===== src/rtl/branch_target_predictor.sv =====
// rtl/branch_target_predictor.sv - direct-mapped BTB with saturating direction counters
//
// Purpose: fetch-stage branch predictor. A direct-mapped table indexed by the
// low PC bits and tagged by the high PC bits holds a valid bit, a stored taken
// target and a saturating direction counter per entry. Lookup is combinational;
// training happens on the rising clock edge from resolved branches.
//
// Optional feature: define BTP_GSHARE_EN to index the counter table by
// (pc index XOR global history) while valid/tag/target stay pc-indexed.
//
// Ports:
//   clk            system clock, rising edge
//   rst            asynchronous active-low reset
//   enable         global enable; low freezes all state (flush included)
//   flush          synchronous invalidate of all entries (beats update)
//   fetch_pc       address being fetched
//   predict_hit    fetch_pc matches a valid entry
//   predict_taken  hit and counter MSB set
//   predict_target stored target on hit, else 0
//   update_valid   resolved branch present this cycle
//   update_pc      address of the resolved branch
//   update_taken   actual outcome
//   update_target  actual taken target
module branch_target_predictor #(
  parameter int PC_WIDTH     = 8,
  parameter int INDEX_BITS   = 4,
  parameter int COUNTER_BITS = 2
) (
  input  logic                clk,
  input  logic                rst,
  input  logic                enable,
  input  logic                flush,
  input  logic [PC_WIDTH-1:0] fetch_pc,
  output logic                predict_hit,
  output logic                predict_taken,
  output logic [PC_WIDTH-1:0] predict_target,
  input  logic                update_valid,
  input  logic [PC_WIDTH-1:0] update_pc,
  input  logic                update_taken,
  input  logic [PC_WIDTH-1:0] update_target
);

  localparam int DEPTH    = 1 << INDEX_BITS;
  localparam int TAG_BITS = PC_WIDTH - INDEX_BITS;

  localparam logic [COUNTER_BITS-1:0] CTR_MAX = '1;
  localparam logic [COUNTER_BITS-1:0] CTR_WT  = COUNTER_BITS'(1) << (COUNTER_BITS - 1);
  localparam logic [COUNTER_BITS-1:0] CTR_WNT = CTR_WT - COUNTER_BITS'(1);

  logic                    valid_q  [DEPTH];
  logic [TAG_BITS-1:0]     tag_q    [DEPTH];
  logic [PC_WIDTH-1:0]     target_q [DEPTH];
  logic [COUNTER_BITS-1:0] ctr_q    [DEPTH];

  logic [INDEX_BITS-1:0] fetch_idx;
  logic [INDEX_BITS-1:0] upd_idx;
  logic [TAG_BITS-1:0]   fetch_tag;
  logic [TAG_BITS-1:0]   upd_tag;
  // Counter-table indices; equal to the pc index unless gshare hashing is on.
  logic [INDEX_BITS-1:0] fetch_cidx;
  logic [INDEX_BITS-1:0] upd_cidx;
  logic                  fetch_hit;
  logic                  upd_hit;
  logic                  do_update;

  function automatic logic [COUNTER_BITS-1:0] ctr_train(
    input logic [COUNTER_BITS-1:0] c,
    input logic                    up
  );
    logic [COUNTER_BITS-1:0] r;
    r = c;
    if (up) begin
      if (c != CTR_MAX) r = c + COUNTER_BITS'(1);
    end else begin
      if (c != '0) r = c - COUNTER_BITS'(1);
    end
    return r;
  endfunction

  assign fetch_idx = fetch_pc[INDEX_BITS-1:0];
  assign fetch_tag = fetch_pc[PC_WIDTH-1:INDEX_BITS];
  assign upd_idx   = update_pc[INDEX_BITS-1:0];
  assign upd_tag   = update_pc[PC_WIDTH-1:INDEX_BITS];

`ifdef BTP_GSHARE_EN
  logic [INDEX_BITS-1:0] ghr_q;

  assign fetch_cidx = fetch_idx ^ ghr_q;
  assign upd_cidx   = upd_idx ^ ghr_q;
`else
  assign fetch_cidx = fetch_idx;
  assign upd_cidx   = upd_idx;
`endif

  // Valid bits clear asynchronously on reset, so all outputs drop to zero
  // immediately without extra gating.
  assign fetch_hit      = valid_q[fetch_idx] && (tag_q[fetch_idx] == fetch_tag);
  assign predict_hit    = fetch_hit;
  assign predict_taken  = fetch_hit && ctr_q[fetch_cidx][COUNTER_BITS-1];
  assign predict_target = fetch_hit ? target_q[fetch_idx] : '0;

  assign upd_hit   = valid_q[upd_idx] && (tag_q[upd_idx] == upd_tag);
  assign do_update = enable && update_valid && !flush;

  always_ff @(posedge clk or negedge rst) begin
    if (!rst) begin
      for (int i = 0; i < DEPTH; i++) begin
        valid_q[i]  <= 1'b0;
        tag_q[i]    <= '0;
        target_q[i] <= '0;
        ctr_q[i]    <= CTR_WNT;
      end
`ifdef BTP_GSHARE_EN
      ghr_q <= '0;
`endif
    end else if (enable && flush) begin
      // Only valid bits are dropped; counters and targets survive a flush.
      for (int i = 0; i < DEPTH; i++) begin
        valid_q[i] <= 1'b0;
      end
    end else if (do_update) begin
      if (upd_hit) begin
        if (update_taken) target_q[upd_idx] <= update_target;
      end else if (update_taken) begin
        valid_q[upd_idx]  <= 1'b1;
        tag_q[upd_idx]    <= upd_tag;
        target_q[upd_idx] <= update_target;
      end
`ifdef BTP_GSHARE_EN
      // Counters train on every resolved branch; history indexing uses the
      // pre-shift GHR value.
      ctr_q[upd_cidx] <= ctr_train(ctr_q[upd_cidx], update_taken);
      ghr_q           <= INDEX_BITS'({ghr_q, update_taken});
`else
      if (upd_hit) begin
        ctr_q[upd_cidx] <= ctr_train(ctr_q[upd_cidx], update_taken);
      end else if (update_taken) begin
        ctr_q[upd_cidx] <= CTR_WT;
      end
`endif
    end
  end

endmodule


===== config.mk =====
export PLATFORM = sky130hd
export DESIGN_NAME = branch_target_predictor
export DESIGN_NICKNAME = d
export VERILOG_FILES = /design/src/rtl/branch_target_predictor.sv
export SDC_FILE = /design/constraint.sdc
export NUM_CORES = 1
export LEC_CHECK = 0
export CORE_UTILIZATION = 62
export DETAILED_ROUTE_END_ITERATION = 16
export PLACE_DENSITY_LB_ADDON = 0.15
export SLEW_MARGIN = 5
export SYNTH_ARGS = -nofsm -noshare
export SYNTH_HDL_FRONTEND = slang
export SYNTH_SLANG_ARGS = --single-unit

===== constraint.sdc =====
create_clock -name clk -period 4.7 [get_ports clk]
set_input_delay 0.94 -clock clk [delete_from_list [all_inputs] [get_ports clk]]
set_output_delay 0.94 -clock clk [all_outputs]
set_load 0.02 [all_outputs]

==> impl_metrics.py <==
metrics = {
    "run_status": {
        "status": "complete, no violations",
    },
    "global_routing": {
        "track_usage_pct": 32.2,
        "grt_pass1_wl_mm": 49.4,
        "grt_antenna_before_repair": 1,
        "grt_overflow": 0,
        "grt_pass1_vias": 8723,
        "grt_max_degree": 114,
    },
    "floorplan": {
        "initial_core_util_pct": 63.5,
        "core-area_mm2": 0.0195,
        "die_h_um": 143,
        "io_pins": 40,
        "die_area_mm2": 0.0206,
        "fp.dieW_um": 143,
        "row_count": 51,
    },
    "flow_run": {
        "maxCapViolCount": 0,
    },
    "route": {
        "drtAntennaViolNets": 0,
        "vias": 8406,
        "vias_per_cell": 6.66,
        "drc": 0,
        "drt_pass1_iterations": 5,
        "wl_met1_mm": 12.7,
        "wl_met2_mm": 14.8,
        "wl_met3_mm": 2.43,
        "routed.top_layer": "met5",
        "wl_mm": 31.2,
        "wl_per_cell_um": 24.7,
        "dr.first_iter.drc_count": 746,
    },
    "cts": {
        "clock-sinks": 240,
        "cts_setup_buffers": 0,
        "cts_tree": "built",
        "cts_root_buf": "clkbuf_16",
        "htreeDepth": 1,
        "postCtsResizedCells": 0,
        "cts_buffer_depth": 3,
        "cts_made_buffers": 25,
        "clock_latency_ps": 520,
        "hold_buffers": 0,
        "clk_pin_slew_ps": 60,
    },
    "power_and_ir_drop": {
        "leakagePower_nw": 6.43,
        "power.switching_w": 0.00116,
        "pwr-share-comb_pct": 11.5,
        "ir_drop_mv": 0.313,
        "p_seq_share_pct": 47.6,
        "pwr_density_cell_mw_per_mm2": 343,
        "p_sw_share_pct": 23.9,
        "pwr-share-clk_pct": 40.9,
        "intPower_w": 0.00368,
    },
    "finish": {
        "final_common_cell": "dfrtp_1",
        "final_cells": 1263,
        "nNetsFinal": 1011,
        "post_route_cells_drive_above_1_share_pct": 41.4,
        "fillers": 1322,
        "layout_common_cells": "dfrtp_1 (224), mux2_2 (214), mux4_2 (80)",
        "diodes": 0,
        "syn2layout_area_growth_pct": 13.5,
    },
    "placed_design": {
        "placed_cells": 1219,
        "place_ws_ps": 133,
        "dp_hpwl_mm": 21.0,
        "gp_congestion": 0.928,
        "io_buffers": 39,
    },
    "timing": {
        "rsz0062_at_grt": "false",
        "period_needed_ps": 4540,
        "finalCritPeriodShare_pct": 96.7,
        "report.final.setup_viol": 0,
        "worst_slew_pin_slew_ps": 948,
        "tns_ps": 0,
        "max_slew_margin_pct": 36.7,
        "clock.fmax_mhz": 220,
        "finalWorstSetupSlack_ps": 155,
        "slew_violations": 0,
        "finalClockSkew_ps": 12.6,
        "hold_violations": 0,
    },
    "setup_path": {
        "slowest_stage": "clkdlybuf4s50_1",
        "path_class": "primary input to output port",
        "cp-end-kind": "output port",
        "critPathArrivalTime_ps": 3600,
        "cp.required_ps": 3760,
        "r2r-start": "tag_q[10]$_DFFE_PN0P_",
        "crit_chain": "buf_4 > mux4_2 > mux4_2 > xnor2_1 > nand4_1 > buf_4 > nor2b_1 > clkdlybuf4s50_1",
        "cp-start-kind": "primary input",
        "path_buf_inv": 3,
        "rrSetupSlack_ps": 1700,
        "critPathTopFamily": "buffers and inverters",
        "path_max_fanout": 18,
        "rr_endpoint": "ctr_q[20]$_DFFE_PN1P_",
        "cp_slowest_stage_delay_ps": 620,
        "ff2ff_path_depth": 7,
    },
    "yosys": {
        "synth_top_cell_by_area": "dfrtp_1",
        "syn_nets": 955,
        "ys.flop_type": "dfrtp_1",
        "syn_avg_cell_area_um2": 13.4,
        "synth_edf_count": 0,
        "syn_inst": 925,
        "yosys_warnings": 0,
        "yosysUniqueCellTypes": 49,
        "async_flop_share_pct": 100,
        "synthTopCellsByArea": "dfrtp_1 (45%), mux2_2 (19%), mux4_2 (15%)",
        "ys_seq_elements": 240,
        "synth_top_area_share_pct": 45.2,
        "seq_area_frac_synth_pct": 48.6,
        "synth_area_mm2": 0.0124,
    },
    "worst_hold_path": {
        "hold_class": "primary input to asynchronous set/reset pin",
    },
}
sequential cells by signal, summed over array words and instances (netlist names):
name and cells:
valid_q 16, tag_q 64, ctr_q 32, target_q 128
cell usage after synthesis, drive strengths merged, types with 15 or more instances:
cell    count
a21oi      16
buf        24
clkbuf     40
dfrtp     224
dfstp      16
mux2      214
mux4       81
nand2      74
nor2       44
nor2b      30
nor4       15
o211ai     16
o21ai      31
worst max-delay path by stage:
stage	slack, ps	end	start	cells past startpoint
2_1_floorplan	450	predict_taken	fetch_pc[0]	6
3_3_place_gp	170	predict_target[6]	fetch_pc[0]	10
3_5_place_dp	130	predict_target[2]	fetch_pc[0]	6
4_1_cts	150	predict_target[2]	fetch_pc[0]	6
5_1_grt	0.8	predict_target[1]	fetch_pc[0]	10
6_report	160	predict_target[5]	fetch_pc[0]	8
layer usage:
metal / GRT usage (%) / vias to the layer above
met5: 0 / -
met4: 13.0 / 2
met3: 6.66 / 99
met2: 51.3 / 375
met1: 43.4 / 4347
li1: - / 3583
final cells by class:
| cell class | instances | area [µm²] | area share [%] |
|---|---|---|---|
| Multi-Input combinational cell | 618 | 6070 | 43.1 |
| Sequential cell | 240 | 6030 | 42.8 |
| Timing Repair Buffer | 93 | 826 | 5.86 |
| Clock buffer | 36 | 727 | 5.16 |
| Tap cell | 265 | 332 | 2.35 |
| Clock inverter | 8 | 93.8 | 0.666 |
| Inverter | 3 | 11.3 | 0.0799 |
cell families after synthesis:
kind of cell | after synthesis | synth area share (%)
mux | 307 | 35.1
flops | 240 | 48.6
compound gates | 111 | 5.79
fa+ha+maj | 1 | 0.0807
xor+xnor | 6 | 0.424
simple gates | 193 | 7.49
buf+inv | 67 | 2.53
power by group through the flow:
stage,logic (W),clock network [W],registers (W)
after floorplan,0.000394,0,0.00229
after global placement,0.000529,0,0.00232
after detailed placement,0.000555,0,0.00233
after CTS,0.000558,0.00200,0.00230
after global routing,0.000601,0.00208,0.00231
final,0.000557,0.00197,0.00230
stage by stage:
step	total power, W	utilization [%]	area (µm²)	hold WS (ps)
global placement	0.00285	67.9	13300	474
CTS	0.00486	72.1	14100	498
finish	0.00483	72.1	14100	493
floorplan	0.00269	-	12400	451
detailed placement	0.00289	67.9	13300	482
global route	0.00500	72.1	14100	516
worst reg2reg max path: cells and delay by family, from the launching register on:
| kind | cells | cell delay (ps) |
|---|---|---|
| mux | 2 | 730 |
| simple gates | 2 | 1030 |
| xor+xnor | 1 | 160 |
| flops | 1 | 420 |
| compound gates | 2 | 590 |
No activity file was read; power rests on OpenSTA's default activity.
==> RTL edit 1 (config.mk and constraints unchanged) <==
Add an input register stage for `enable`, `flush`, `fetch_pc`, `update_valid`, `update_pc` and `update_target`, without a reset; this delays them by one clock. The other inputs are not delayed to match. Comments in the files are not updated.
--- a/src/rtl/branch_target_predictor.sv
+++ b/src/rtl/branch_target_predictor.sv
@@ -49,2 +49,18 @@
 
+  logic enable_q;
+  logic flush_q;
+  logic [PC_WIDTH-1:0] fetch_pc_q;
+  logic update_valid_q;
+  logic [PC_WIDTH-1:0] update_pc_q;
+  logic [PC_WIDTH-1:0] update_target_q;
+
+  always_ff @(posedge clk) begin
+    enable_q        <= enable;
+    flush_q         <= flush;
+    fetch_pc_q      <= fetch_pc;
+    update_valid_q  <= update_valid;
+    update_pc_q     <= update_pc;
+    update_target_q <= update_target;
+  end
+
   logic                    valid_q  [DEPTH];
@@ -79,6 +95,6 @@
 
-  assign fetch_idx = fetch_pc[INDEX_BITS-1:0];
-  assign fetch_tag = fetch_pc[PC_WIDTH-1:INDEX_BITS];
-  assign upd_idx   = update_pc[INDEX_BITS-1:0];
-  assign upd_tag   = update_pc[PC_WIDTH-1:INDEX_BITS];
+  assign fetch_idx = fetch_pc_q[INDEX_BITS-1:0];
+  assign fetch_tag = fetch_pc_q[PC_WIDTH-1:INDEX_BITS];
+  assign upd_idx   = update_pc_q[INDEX_BITS-1:0];
+  assign upd_tag   = update_pc_q[PC_WIDTH-1:INDEX_BITS];
 
@@ -102,3 +118,3 @@
   assign upd_hit   = valid_q[upd_idx] && (tag_q[upd_idx] == upd_tag);
-  assign do_update = enable && update_valid && !flush;
+  assign do_update = enable_q && update_valid_q && !flush_q;
 
@@ -115,3 +131,3 @@
 `endif
-    end else if (enable && flush) begin
+    end else if (enable_q && flush_q) begin
       // Only valid bits are dropped; counters and targets survive a flush.
@@ -122,3 +138,3 @@
       if (upd_hit) begin
-        if (update_taken) target_q[upd_idx] <= update_target;
+        if (update_taken) target_q[upd_idx] <= update_target_q;
       end else if (update_taken) begin
@@ -126,3 +142,3 @@
         tag_q[upd_idx]    <= upd_tag;
-        target_q[upd_idx] <= update_target;
+        target_q[upd_idx] <= update_target_q;
       end
Formal check against the unedited RTL: not equivalent (a bounded check fails within 4 cycles, from zero or initial values and one cycle with rst low).
==> RTL edit 1 against the original RTL <==
Fmax up 0.34%; non-clock buffer count down 22; sequential cell count up 27; register-to-register slack worse by 0.93 ns; routed wire length down 4.2%; power up 9.2%; cell area up 0.94%; area after synthesis up 0.87%; critical path type is now flip-flop to output port; worst setup slack better by 0.015 ns.
==> RTL edit 1: results (changes against the original RTL) <==
status=complete, no violations (unchanged); DR top layer=met4 (was met5); worst-path maximum fanout=11 (was 18); DP HPWL=19000 um (was 21000 um); Psw=1210 uW (was 1160 uW); via/cell ratio=6.65 (was 6.66); worst vdd ir=350 uV (was 313 uV); total CTS buffers=28 (was 25); Fin Clk Skew=0.00935 ns (was 0.0126 ns); first-pass GRT wire length=47200 um (was 49400 um); mean area per synthesized cell=15.1 um^2 (was 13.4 um^2); wire length on met3=1920 um (was 2430 um); GPL Wtd Cong=0.859 (was 0.928); Clk Latency, worst-skew pair=0.55 ns (was 0.52 ns); DIE WIDTH=144 um (was 143 um); DRT iter0 DRCs=613 (was 746); register area share after synthesis=0.525 (was 0.486); DR WL met2=15100 um (was 14800 um); wire per inst=25.8 um (was 24.7 um); initial antenna violation count=0 (was 1); Cell Area, Placed=13200 um^2 (was 13300 um^2); ys async rst share=0.899 (was 1.00); nets=904 (was 1011); Cell variety after synth=41 (was 49); FF-to-FF setup slack=0.77 ns (was 1.70 ns); synth cell count leaders=dfrtp_1 (224), mux2_2 (192), mux4_2 (96) (was dfrtp_1 (224), mux2_2 (214), mux4_2 (80)); number of global-route vias before repair=8212 (was 8723); top cells by area, synth=dfrtp_1 (45%), mux2_2 (17%), mux4_2 (17%) (was dfrtp_1 (45%), mux2_2 (19%), mux4_2 (15%)); Total GRT Usage=0.311 (was 0.322); detailed-route via count=7721 (was 8406); Pleak=0.00653 uW (was 0.00643 uW); critical path data arrival time=3.59 ns (was 3.60 ns); pin count of the biggest net entering global routing=148 (was 114); share of cells above drive strength 1=0.433 (was 0.414); worst r2r src=update_pc_q[0] (was tag_q[10]); synthesized net count=860 (was 955); Syn. warnings=0 (unchanged); Placed Cells=1105 (was 1219); Worst slew margin=0.246 (was 0.367); WHS=0.480 ns (was 0.493 ns)
==> RTL edit 1: kinds of logic (layout without fill, tap and decap cells) <==
kind of cell,after synthesis,in the layout,synth area share
DFF,267,267,0.525
xor gates and xnor gates,10,10,0.00700
AOI/OAI and AO/OA,75,75,0.0454
adders and majority gates,1,1,0.000800
and+or+nand+nor,103,103,0.0405
buffers and inverters,74,140,0.0266
muxes,300,300,0.355
==> RTL edit 1: repair_timing <==
action / CTS / global route
gates resized for setup: 0 / 1
endpoints found under the hold margin: 0 / 0
setup endpoints to repair: 9 / 10
hold buffers: 0 / 0
pin swaps: 0 / 0
gates cloned: 0 / 0
setup buffers: 1 / 3
==> RTL edit 1: layer usage <==
layer,vias up,GRT usage
li1,3246,-
met1,4101,0.406
met2,293,0.525
met3,81,0.0576
met4,0,0.109
met5,-,0
==> RTL edit 1: power by group through the flow <==
| stage | Sequential [uW] | Clock (uW) | Combinational [uW] |
|---|---|---|---|
| final | 2580 | 2240 | 459 |
| after global routing | 2600 | 2370 | 495 |
| after CTS | 2580 | 2270 | 458 |
| after detailed placement | 2620 | 0 | 451 |
| after global placement | 2600 | 0 | 431 |
| after floorplan | 2540 | 0 | 352 |
==> RTL edit 1: worst max path at each step <==
stage | from | endpoint | slack (ns)
floorplan | fetch_pc_q[1] | predict_taken | 0.89
global placement | fetch_pc_q[0] | predict_target[4] | 0.58
detailed placement | fetch_pc_q[0] | predict_target[0] | 0.53
CTS | fetch_pc_q[0] | predict_target[0] | 0.001
global route | fetch_pc_q[0] | predict_target[5] | 0.07
finish | fetch_pc_q[0] | predict_target[0] | 0.17
==> RTL edit 1: final cells by class <==
| type | count | area (um^2) |
|---|---|---|
| sequential | 267 | 6580 |
| fill | 1287 | 5430 |
| clock inverter | 11 | 146 |
| tap | 265 | 332 |
| clock buffer | 41 | 800 |
| timing repair buffer | 71 | 668 |
| multi-input combinational | 489 | 5630 |
| inverter | 17 | 63.8 |
==> RTL edit 1: metrics by stage <==
step | total power, uW | setup slack (ns)
5_1_grt | 5460 | 0.0717
3_3_place_gp | 3040 | 0.576
2_1_floorplan | 2890 | 0.893
3_5_place_dp | 3070 | 0.531
4_1_cts | 5310 | 0.00132
6_report | 5280 | 0.171
==> RTL edit 2 (config.mk and constraints unchanged) <==
Made on the original files. Set the parameter `PC_WIDTH` to 12 (it was 8).
--- a/src/rtl/branch_target_predictor.sv
+++ b/src/rtl/branch_target_predictor.sv
@@ -24,3 +24,3 @@
 module branch_target_predictor #(
-  parameter int PC_WIDTH     = 8,
+  parameter int PC_WIDTH     = 12,
   parameter int INDEX_BITS   = 4,
Interface: changed (resized fetch_pc, predict_target, update_pc and update_target); port bits go from 40 to 56. The function was not compared with the original's and may differ.
==> RTL edit 2 against the original RTL <==
Worst setup slack got worse by 0.040 ns; sequential share of layout area increased by 0.27 points; first-iteration DRC count rose by 36%; non-clock buffer count up 33; sequential cell count increased by 128; combinational power up 64%; worst hold slack got worse by 0.012 ns; cell area up 52%; cell count grew 39%; sequential power is 55% higher; area after synthesis increased by 52%; routed wire length grew 48%; power rose by 61%; clock skew rose by 0.0065 ns.
==> RTL edit 2: results (changes against the original RTL) <==
status=complete, no violations (unchanged); DRT iter0 DRCs=1013 (was 746); FF-to-FF setup slack=1.47 ns (was 1.70 ns); worst vdd ir=296 uV (was 313 uV); via/cell ratio=6.70 (was 6.66); nets=1379 (was 1011); DP HPWL=29900 um (was 21000 um); H-tree depth=2 (was 1); total CTS buffers=40 (was 25); wire per inst=26.3 um (was 24.7 um); worst-case reg-to-reg path depth=8 (was 7); crit share post-route=0.975 (was 0.967); detailed-route via count=11800 (was 8406); pre-CTS WS=-0.176 ns (was 0.133 ns); Fin Clk Skew=0.0192 ns (was 0.0126 ns); Total GRT Usage=0.314 (was 0.322); Reg-to-Reg End=tag_q[109] (was ctr_q[20]); first-pass GRT wire length=73400 um (was 49400 um); worst r2r src=tag_q[22] (was tag_q[10]); register area share after synthesis=0.490 (was 0.486); initial antenna violation count=0 (was 1); Worst slew margin=0.320 (was 0.367); Psw=1840 uW (was 1160 uW); GPL Wtd Cong=0.880 (was 0.928); Placed Cells=1685 (was 1219); number of global-route vias before repair=12300 (was 8723); last element of the critical path=predict_target[1] (was predict_target[5]); synth cell count leaders=dfrtp_1 (352), mux2_2 (272), mux4_2 (136) (was dfrtp_1 (224), mux2_2 (214), mux4_2 (80)); top cells by area, synth=dfrtp_1 (47%), mux2_2 (16%), mux4_2 (16%) (was dfrtp_1 (45%), mux2_2 (19%), mux4_2 (15%)); I/O Buffers=55 (was 39); Pleak=0.00996 uW (was 0.00643 uW); WHS=0.481 ns (was 0.493 ns); Largest regs=target_q: 192 flops, tag_q: 128 flops, ctr_q: 32 flops (was target_q: 128 flops, tag_q: 64 flops, ctr_q: 32 flops); pin count of the biggest net entering global routing=124 (was 114); synthesized net count=1314 (was 955); mean area per synthesized cell=14.8 um^2 (was 13.4 um^2); Cell variety after synth=61 (was 49); Detailed Routing Iterations Pass 1=5 (unchanged); top cell type's share of synthesized area=0.467 (was 0.452); worst-path maximum fanout=14 (was 18)
==> RTL edit 2: cell types whose count changed after synthesis, moves of 14 or more <==
cell | unedited run | this run
mux2_4 | 0 | 24
mux2_2 | 214 | 272
clkbuf_1 | 40 | 54
mux4_2 | 80 | 136
and3_1 | 2 | 16
nor2b_1 | 30 | 7
mux2i_1 | 12 | 33
mux2_1 | 0 | 24
dfrtp_1 | 224 | 352
a2bb2oi_1 | 0 | 16
buf_2 | 13 | 28
==> RTL edit 2: routing by layer <==
metal	up-vias	share of wire	global-route usage
li1	4947	-	-
met1	6287	0.43	0.458
met2	420	0.48	0.489
met3	96	0.061	0.0512
met4	0	0.027	0.0970
met5	-	0	0
==> RTL edit 2: through the flow <==
stage          instance area [um^2]  power (uW)
2_1_floorplan                 18900        4200
3_5_place_dp                  20100        4530
6_report                      21400        7760
4_1_cts                       21400        7790
3_3_place_gp                  20100        4500
5_1_grt                       21400        8030
==> RTL edit 2: cell families (layout without fill, tap and decap cells) <==
family / Yosys count / in the layout / share of synthesized area
adders and majority gates: 1 / 1 / 0.000531
and+or+nand+nor: 195 / 195 / 0.0593
muxes: 491 / 491 / 0.379
DFF: 368 / 368 / 0.490
AOI/OAI and AO/OA: 94 / 94 / 0.0372
buffers and inverters: 108 / 200 / 0.0277
xor gates and xnor gates: 15 / 15 / 0.00697
==> RTL edit 2: worst max-delay path, cell delays in order <==
cell and delay (ns):
buf_6 0.16, buf_12 0.16, mux4_2 0.50, mux4_2 0.51, xnor2_1 0.20, nand4_1 0.21
nor4_4 0.21, buf_6 0.22, and3_1 0.18, dlygate4sd2_1 0.33
==> RTL edit 2: power groups by stage <==
| stage | clock network (uW) | logic (uW) | registers, uW |
|---|---|---|---|
| 3_5_place_dp | 0 | 911 | 3620 |
| 6_report | 3270 | 915 | 3570 |
| 3_3_place_gp | 0 | 884 | 3610 |
| 2_1_floorplan | 0 | 642 | 3560 |
| 4_1_cts | 3310 | 917 | 3570 |
| 5_1_grt | 3440 | 984 | 3600 |
==> RTL edit 2: worst min-delay path by stage <==
stage / start / endpoint / cells past startpoint
after floorplan: ctr_q[10] / ctr_q[10] / 2
after global placement: ctr_q[14] / ctr_q[14] / 2
after detailed placement: ctr_q[18] / ctr_q[18] / 2
after CTS: ctr_q[2] / ctr_q[2] / 2
after global routing: ctr_q[10] / ctr_q[10] / 2
final: ctr_q[24] / ctr_q[24] / 2
==> RTL edit 2: final cells by class <==
class / instances / area, um^2
well taps: 390 / 488
multi-input cells: 796 / 9150
repair buffers: 126 / 1180
fillers: 1916 / 8350
flip-flops and latches: 368 / 9230
inverters: 5 / 18.8
clock buffers: 57 / 1210
clock inverters: 12 / 171
==> RTL edit 2: repair_timing <==
item,4_1_cts,5_1_grt
buffers inserted,0,0
resized for setup,16,1
pin swaps,0,0
setup endpoints to repair,14,12
